==> config.mk <==
export PLATFORM = sky130hd
export DESIGN_NAME = cache_ctrl_nway_flat
export DESIGN_NICKNAME = d
export VERILOG_FILES = /design/src/rtl/cache_ctrl_nway_if.sv /design/src/rtl/cache_ctrl_nway.sv /design/src/flat_wrapper.sv
export SDC_FILE = /design/constraint.sdc
export NUM_CORES = 1
export LEC_CHECK = 0
export CAP_MARGIN = 20
export CORE_AREA = 2 2 125 78
export CTS_BUF_LIST = sky130_fd_sc_hd__clkbuf_4 sky130_fd_sc_hd__clkbuf_8
export DETAILED_ROUTE_END_ITERATION = 10
export DIE_AREA = 0 0 127 80
export PLACE_DENSITY = 0.73
export RECOVER_POWER = 100
export SYNTH_ARGS = -nofsm -noshare
export SYNTH_HDL_FRONTEND = slang
export SYNTH_SLANG_ARGS = --single-unit
export TNS_END_PERCENT = 10
==> constraint.sdc <==
create_clock -name clk -period 3.9 [get_ports clk]
set_input_delay 0.975 -clock clk [delete_from_list [all_inputs] [get_ports clk]]
set_output_delay 0.975 -clock clk [all_outputs]
set_load 0.02 [all_outputs]
==> src/rtl/cache_ctrl_nway_if.sv <==
// Bundle of CPU, tag/data array, memory and statistics signals for the N-way cache controller.
// master = controller side, slave = surrounding datapath/environment side.
interface cache_ctrl_nway_if #(
    parameter int unsigned WAYS   = 2,
    parameter int unsigned STAT_W = 16
);
    localparam int unsigned WAY_W = $clog2(WAYS);

    logic              cpu_read;
    logic              cpu_write;
    logic [WAYS-1:0]   hit_vec;
    logic [WAYS-1:0]   valid_vec;
    logic [WAYS-1:0]   dirty_vec;
    logic [WAY_W-1:0]  victim_way;
    logic              mem_resp;
    logic              stat_clr;

    logic              cpu_resp;
    logic              mem_read;
    logic              mem_write;
    logic              wb_addr_sel;
    logic              data_in_sel;
    logic [WAYS-1:0]   load_line;
    logic [WAYS-1:0]   load_bytes;
    logic [WAYS-1:0]   load_tag;
    logic [WAYS-1:0]   set_valid;
    logic [WAYS-1:0]   write_valid;
    logic [WAYS-1:0]   set_dirty;
    logic [WAYS-1:0]   write_dirty;
    logic              repl_update;
    logic [WAY_W-1:0]  repl_way;
    logic              error;
    logic [STAT_W-1:0] hit_cnt;
    logic [STAT_W-1:0] miss_cnt;
    logic [STAT_W-1:0] wb_cnt;

    modport master (
        input  cpu_read, cpu_write, hit_vec, valid_vec, dirty_vec, victim_way, mem_resp, stat_clr,
        output cpu_resp, mem_read, mem_write, wb_addr_sel, data_in_sel, load_line, load_bytes,
               load_tag, set_valid, write_valid, set_dirty, write_dirty, repl_update, repl_way,
               error, hit_cnt, miss_cnt, wb_cnt
    );

    modport slave (
        output cpu_read, cpu_write, hit_vec, valid_vec, dirty_vec, victim_way, mem_resp, stat_clr,
        input  cpu_resp, mem_read, mem_write, wb_addr_sel, data_in_sel, load_line, load_bytes,
               load_tag, set_valid, write_valid, set_dirty, write_dirty, repl_update, repl_way,
               error, hit_cnt, miss_cnt, wb_cnt
    );
endinterface

==> src/rtl/cache_ctrl_nway.sv <==
// Control FSM for an N-way set-associative write-back, write-allocate data cache with memory
// timeout, multi-hit detection and saturating hit/miss/writeback statistics.
module cache_ctrl_nway #(
    parameter int unsigned WAYS        = 2,
    parameter int unsigned MEM_TIMEOUT = 255,
    parameter int unsigned STAT_W      = 16
) (
    input logic               clk,
    input logic               rst_n,
    cache_ctrl_nway_if.master bus
);
    localparam int unsigned WAY_W = $clog2(WAYS);
    localparam int unsigned TMO_W = $clog2(MEM_TIMEOUT + 1);
    localparam logic [TMO_W-1:0]  TMO_LAST = TMO_W'(MEM_TIMEOUT - 1);
    localparam logic [STAT_W-1:0] STAT_MAX = '1;

    typedef enum logic [2:0] {StIdle, StLookup, StWbWait, StFillWait, StError} state_e;
    typedef enum logic {OpRd, OpWr} op_e;

    state_e            state_q;
    op_e               op_q;
    logic [WAY_W-1:0]  victim_q;
    logic [TMO_W-1:0]  tmo_q;
    logic [STAT_W-1:0] hit_cnt_q, miss_cnt_q, wb_cnt_q;

    logic [WAYS-1:0]  hv;
    logic [WAYS-1:0]  hit_oh;
    logic [WAYS-1:0]  victim_oh;
    logic [WAY_W-1:0] hit_idx;
    logic             any_hit, multi_hit, single_hit;
    logic             victim_dirty;
    logic             tmo_expired;
    logic             hit_evt, miss_evt, wb_evt;

    function automatic logic [STAT_W-1:0] sat_inc(input logic [STAT_W-1:0] v);
        return (v == STAT_MAX) ? v : v + 1'b1;
    endfunction

    // Qualified hit decode: a second set bit marks the lookup as a multi-hit.
    always_comb begin
        hv        = bus.hit_vec & bus.valid_vec;
        hit_idx   = '0;
        any_hit   = 1'b0;
        multi_hit = 1'b0;
        for (int unsigned i = 0; i < WAYS; i++) begin
            if (hv[i]) begin
                if (any_hit) multi_hit = 1'b1;
                any_hit = 1'b1;
                hit_idx = WAY_W'(i);
            end
        end
        hit_oh            = '0;
        hit_oh[hit_idx]   = 1'b1;
        victim_oh         = '0;
        victim_oh[victim_q] = 1'b1;
    end

    assign single_hit   = any_hit && !multi_hit;
    assign victim_dirty = bus.valid_vec[bus.victim_way] && bus.dirty_vec[bus.victim_way];
    assign tmo_expired  = (tmo_q == TMO_LAST) && !bus.mem_resp;
    assign hit_evt      = (state_q == StLookup) && single_hit;
    assign miss_evt     = (state_q == StLookup) && !any_hit;
    assign wb_evt       = (state_q == StWbWait) && bus.mem_resp;

    always_ff @(posedge clk or negedge rst_n) begin
        if (!rst_n) begin
            state_q  <= StIdle;
            op_q     <= OpRd;
            victim_q <= '0;
            tmo_q    <= '0;
        end else begin
            case (state_q)
                StIdle: begin
                    if (bus.cpu_write) begin
                        op_q    <= OpWr;
                        state_q <= StLookup;
                    end else if (bus.cpu_read) begin
                        op_q    <= OpRd;
                        state_q <= StLookup;
                    end
                end
                StLookup: begin
                    if (multi_hit) begin
                        state_q <= StError;
                    end else if (any_hit) begin
                        state_q <= StIdle;
                    end else begin
                        victim_q <= bus.victim_way;
                        tmo_q    <= '0;
                        state_q  <= victim_dirty ? StWbWait : StFillWait;
                    end
                end
                StWbWait, StFillWait: begin
                    // A response on the last allowed cycle still counts as in time.
                    if (bus.mem_resp) begin
                        tmo_q   <= '0;
                        state_q <= (state_q == StWbWait) ? StFillWait : StLookup;
                    end else if (tmo_expired) begin
                        state_q <= StError;
                    end else begin
                        tmo_q <= tmo_q + 1'b1;
                    end
                end
                StError: state_q <= StIdle;
                default: state_q <= StIdle;
            endcase
        end
    end

    always_ff @(posedge clk or negedge rst_n) begin
        if (!rst_n) begin
            hit_cnt_q  <= '0;
            miss_cnt_q <= '0;
            wb_cnt_q   <= '0;
        end else if (bus.stat_clr) begin
            hit_cnt_q  <= '0;
            miss_cnt_q <= '0;
            wb_cnt_q   <= '0;
        end else begin
            if (hit_evt)  hit_cnt_q  <= sat_inc(hit_cnt_q);
            if (miss_evt) miss_cnt_q <= sat_inc(miss_cnt_q);
            if (wb_evt)   wb_cnt_q   <= sat_inc(wb_cnt_q);
        end
    end

    assign bus.hit_cnt  = hit_cnt_q;
    assign bus.miss_cnt = miss_cnt_q;
    assign bus.wb_cnt   = wb_cnt_q;

    always_comb begin
        bus.cpu_resp    = 1'b0;
        bus.mem_read    = 1'b0;
        bus.mem_write   = 1'b0;
        bus.wb_addr_sel = 1'b0;
        bus.data_in_sel = 1'b0;
        bus.load_line   = '0;
        bus.load_bytes  = '0;
        bus.load_tag    = '0;
        bus.set_valid   = '0;
        bus.write_valid = '0;
        bus.set_dirty   = '0;
        bus.write_dirty = '0;
        bus.repl_update = 1'b0;
        bus.repl_way    = '0;
        bus.error       = 1'b0;
        case (state_q)
            StLookup: begin
                if (single_hit) begin
                    bus.cpu_resp    = 1'b1;
                    bus.repl_update = 1'b1;
                    bus.repl_way    = hit_idx;
                    if (op_q == OpWr) begin
                        bus.load_bytes  = hit_oh;
                        bus.set_dirty   = hit_oh;
                        bus.write_dirty = hit_oh;
                    end
                end
            end
            StWbWait: begin
                bus.mem_write   = 1'b1;
                bus.wb_addr_sel = 1'b1;
            end
            StFillWait: begin
                bus.mem_read = 1'b1;
                // Fresh line lands clean: dirty written to 0 alongside valid.
                if (bus.mem_resp) begin
                    bus.load_line   = victim_oh;
                    bus.load_tag    = victim_oh;
                    bus.data_in_sel = 1'b1;
                    bus.set_valid   = victim_oh;
                    bus.write_valid = victim_oh;
                    bus.write_dirty = victim_oh;
                end
            end
            StError: bus.error = 1'b1;
            default: ;
        endcase
    end
endmodule

==> src/flat_wrapper.sv <==
// flat-port wrapper written by rule: the top's interface ports become plain ports
module cache_ctrl_nway_flat 
#(
    parameter int unsigned WAYS        = 2,
    parameter int unsigned MEM_TIMEOUT = 255,
    parameter int unsigned STAT_W      = 16
)
  (clk, rst_n, bus_cpu_read, bus_cpu_write, bus_hit_vec, bus_valid_vec, bus_dirty_vec, bus_victim_way, bus_mem_resp, bus_stat_clr, bus_cpu_resp, bus_mem_read, bus_mem_write, bus_wb_addr_sel, bus_data_in_sel, bus_load_line, bus_load_bytes, bus_load_tag, bus_set_valid, bus_write_valid, bus_set_dirty, bus_write_dirty, bus_repl_update, bus_repl_way, bus_error, bus_hit_cnt, bus_miss_cnt, bus_wb_cnt);
  cache_ctrl_nway_if #(.WAYS(WAYS), .STAT_W(STAT_W)) bus_i ();
  input logic clk;
  input logic rst_n;
  input wire logic [$bits(bus_i.cpu_read)-1:0] bus_cpu_read;
  input wire logic [$bits(bus_i.cpu_write)-1:0] bus_cpu_write;
  input wire logic [$bits(bus_i.hit_vec)-1:0] bus_hit_vec;
  input wire logic [$bits(bus_i.valid_vec)-1:0] bus_valid_vec;
  input wire logic [$bits(bus_i.dirty_vec)-1:0] bus_dirty_vec;
  input wire logic [$bits(bus_i.victim_way)-1:0] bus_victim_way;
  input wire logic [$bits(bus_i.mem_resp)-1:0] bus_mem_resp;
  input wire logic [$bits(bus_i.stat_clr)-1:0] bus_stat_clr;
  output wire logic [$bits(bus_i.cpu_resp)-1:0] bus_cpu_resp;
  output wire logic [$bits(bus_i.mem_read)-1:0] bus_mem_read;
  output wire logic [$bits(bus_i.mem_write)-1:0] bus_mem_write;
  output wire logic [$bits(bus_i.wb_addr_sel)-1:0] bus_wb_addr_sel;
  output wire logic [$bits(bus_i.data_in_sel)-1:0] bus_data_in_sel;
  output wire logic [$bits(bus_i.load_line)-1:0] bus_load_line;
  output wire logic [$bits(bus_i.load_bytes)-1:0] bus_load_bytes;
  output wire logic [$bits(bus_i.load_tag)-1:0] bus_load_tag;
  output wire logic [$bits(bus_i.set_valid)-1:0] bus_set_valid;
  output wire logic [$bits(bus_i.write_valid)-1:0] bus_write_valid;
  output wire logic [$bits(bus_i.set_dirty)-1:0] bus_set_dirty;
  output wire logic [$bits(bus_i.write_dirty)-1:0] bus_write_dirty;
  output wire logic [$bits(bus_i.repl_update)-1:0] bus_repl_update;
  output wire logic [$bits(bus_i.repl_way)-1:0] bus_repl_way;
  output wire logic [$bits(bus_i.error)-1:0] bus_error;
  output wire logic [$bits(bus_i.hit_cnt)-1:0] bus_hit_cnt;
  output wire logic [$bits(bus_i.miss_cnt)-1:0] bus_miss_cnt;
  output wire logic [$bits(bus_i.wb_cnt)-1:0] bus_wb_cnt;
  assign bus_i.cpu_read = bus_cpu_read;
  assign bus_i.cpu_write = bus_cpu_write;
  assign bus_i.hit_vec = bus_hit_vec;
  assign bus_i.valid_vec = bus_valid_vec;
  assign bus_i.dirty_vec = bus_dirty_vec;
  assign bus_i.victim_way = bus_victim_way;
  assign bus_i.mem_resp = bus_mem_resp;
  assign bus_i.stat_clr = bus_stat_clr;
  assign bus_cpu_resp = bus_i.cpu_resp;
  assign bus_mem_read = bus_i.mem_read;
  assign bus_mem_write = bus_i.mem_write;
  assign bus_wb_addr_sel = bus_i.wb_addr_sel;
  assign bus_data_in_sel = bus_i.data_in_sel;
  assign bus_load_line = bus_i.load_line;
  assign bus_load_bytes = bus_i.load_bytes;
  assign bus_load_tag = bus_i.load_tag;
  assign bus_set_valid = bus_i.set_valid;
  assign bus_write_valid = bus_i.write_valid;
  assign bus_set_dirty = bus_i.set_dirty;
  assign bus_write_dirty = bus_i.write_dirty;
  assign bus_repl_update = bus_i.repl_update;
  assign bus_repl_way = bus_i.repl_way;
  assign bus_error = bus_i.error;
  assign bus_hit_cnt = bus_i.hit_cnt;
  assign bus_miss_cnt = bus_i.miss_cnt;
  assign bus_wb_cnt = bus_i.wb_cnt;
  cache_ctrl_nway #(.WAYS(WAYS), .MEM_TIMEOUT(MEM_TIMEOUT), .STAT_W(STAT_W)) u_core (.clk(clk), .rst_n(rst_n), .bus(bus_i));
endmodule
==> impl_metrics.tcl <==
set metrics [dict create \
    gp_congestion 0.816 \
    max_slew_margin_pct 7.59 \
    syn_nets 404 \
    post_drt_wl_per_cell_um 14.4 \
    finalHoldViolCount 0 \
    finalSetupTns_ps 0 \
    yosys_warnings 0 \
    cts_sinks 61 \
    grt_overflow 0 \
    die_w_um 127 \
    cp-start-kind "input pin" \
    ys_async_sr_fraction_pct 100 \
    viasPerCell 5.16 \
    rows 27 \
    hpwl_mm 6.26 \
    setup_viol 0 \
    met3_usage_pct 6.03 \
    setup_ws_ps 145 \
    netlist_area_sq_mm 0.00352 \
    cp_max_fo 2 \
    synthDistinctLibCells 48 \
    status "finished, final reports clean" \
    path_cells "clkdlybuf4s50_1, and2_0, ha_1, nand3_2, clkinv_2, nand2_1, nor2_1, or2_2, dlygate4sd2_1" \
    drcViolationCount 0 \
    finalPower_uw 1740 \
    area_growth_pct 29.0 \
    drt_iter0_markers 190 \
    critPathRequiredTime_ps 2920 \
    first_pass_iters 4 \
    synthTopCellsByCount "dfrtp_1, nor2_1, xnor2_1, nand2_1, nor3_1" \
    layout-drive-gt1-share_pct 6.37 \
    htreeDepth 3 \
    clkLatencyLatePin_ps 340 \
    drv_slew 0 \
    fmax_mhz 266 \
    fin_nets 488 \
    met1_usage_pct 26.2 \
    core_sq_mm 0.00899 \
    synthTopCellsByArea "dfrtp_1, xnor2_1, nor2_1, ha_1, nand2_1" \
    yosys.area.top_type_share_pct 43.4 \
    dieArea_sq_mm 0.0102 \
    grt_pass1_wl_mm 14.5 \
    ir_worst_vdd_uv 143 \
    syn_inst 382 \
    grt_pass1_vias 2895 \
    power.density_mw_per_mm2 384 \
    yosysSeqAreaShare_pct 43.4 \
    grt_setup_unrepaired "false" \
    end_kind "output port" \
    max_cap_viol_count 0 \
    yosysTopAreaCell "dfrtp_1" \
    final_antenna_net_count 0 \
    grt_usage_pct 18.1 \
    die_h_um 80 \
    cts_tree "done" \
    vias 3026 \
    grtUsageMet2_pct 25.8 \
    cp_slowest_cell "clkdlybuf4s50_1" \
    crit_arrival_ps 2780 \
    synth_edf_count 0 \
    synth.avg_cell_area_sq_um 9.21 \
    yosys_most_used_dff "dfrtp_1" \
    portBuffers 82 \
    root_buffer "clkbuf_8" \
    initial_core_util_pct 39.1 \
    hp-class "reg2reg" \
    ios 83 \
    clk_pin_slew_ps 60 \
    ys_ff_latch 61 \
    clockBufferDepth 2 \
    leakagePower_uw 0.00200 \
    antenna_cells 0 \
    cts_buffers 9 \
    top_usage_layer "met1" \
    skew_ps 11.8 \
    critPathKind "in2out" \
    worst_path_largest_cell_delay_ps 440 \
    grt_max_degree 41 \
    finalCritPeriodShare_pct 96.3 \
    wl_mm 8.48 \
    fin_crit_ps 3760 \
    tightest_slew_ps 1390 \
    antenna_found_initial 0 \
    pre_cts_ws_ps -67.3 \
]
## worst paths after layout
check                                        from                       to  slack (ps)  cells past startpoint
worst min register to register        u_core.op_q              u_core.op_q         520                      2
min in group asynchronous                   rst_n   u_core.bus.miss_cnt[6]         930                      1
worst max-delay path             bus_valid_vec[0]       bus_write_dirty[1]         140                      9
worst min-delay path                  u_core.op_q              u_core.op_q         520                      2
max in group asynchronous                   rst_n    u_core.bus.wb_cnt[11]        1360                      2
worst max register to register  u_core.state_q[2]  u_core.bus.miss_cnt[14]        1780                      5
## registers in the layout, summed over array words and instances, names as in the netlist
signal               cells
u_core.op_q              1
u_core.victim_q          1
u_core.bus.miss_cnt     16
u_core.bus.wb_cnt       16
u_core.bus.hit_cnt      16
u_core.tmo_q             8
u_core.state_q           3
## worst max-delay path: cells and delay by family
kind	cells	cell delay, ps
adders and majority gates	1	310
and+or+nand+nor	5	660
buffers and inverters	3	830
## final cells by class
type | instances | area [sq um]
Fill cell | 850 | 4450
Multi-Input combinational cell | 290 | 1780
Sequential cell | 61 | 1530
Timing Repair Buffer | 91 | 851
Clock buffer | 12 | 159
Tap cell | 116 | 145
Inverter | 13 | 50.0
Clock inverter | 4 | 22.5
## placed cells by master, fill, tap and decap left out, types with 10 or more instances in the layout
cell type and count:
dfrtp_1 61, nor2_1 61, xnor2_1 33, dlygate4sd3_1 64
clkbuf_8 11, a21oi_1 10, clkdlybuf4s50_1 11, o21ai_0 13
nand3_1 13, nor3_1 22, nand2_1 30, inv_1 12
nand4_1 20
## metal layers
metal  wire [um]  share of wire (%)
met2        3540                 42
met3         484                5.7
met4          62               0.73
met5           0                  0
met1        4390                 52
## where the power goes
part           switching (uW)  total [uW]  leakage [uW]  internal (uW)
registers                73.9         752      0.000840            679
logic                     275         477       0.00106            202
clock network             244         512     0.0000956            269
total                     592        1740       0.00200           1150
## metrics by stage
step	area [sq um]	instances	hold WS (ps)	utilization, %
floorplan	3520	382	470	-
detailed placement	4430	571	514	49.3
finish	4540	587	518	50.5
CTS	4610	587	528	51.3
global route	4540	587	547	50.5
global placement	4430	571	505	49.3
## logic make-up after synthesis
kind of cell / count (synthesis) / share of synthesized area [%]
xor+xnor: 41 / 10.2
mux: 4 / 1.25
buf+inv: 31 / 4.70
flops: 61 / 43.4
simple gates: 201 / 31.1
fa+ha+maj: 9 / 3.20
compound gates: 35 / 6.15
## repair_timing
| action | CTS | global route |
|---|---|---|
| hold buffers | 0 | 0 |
| gates resized for setup | 4 | 2 |
| setup buffers | 0 | 0 |
| endpoints found under the setup margin | 4 | 2 |
| pin swaps | 0 | 0 |
(Power assumes the default switching activity.)
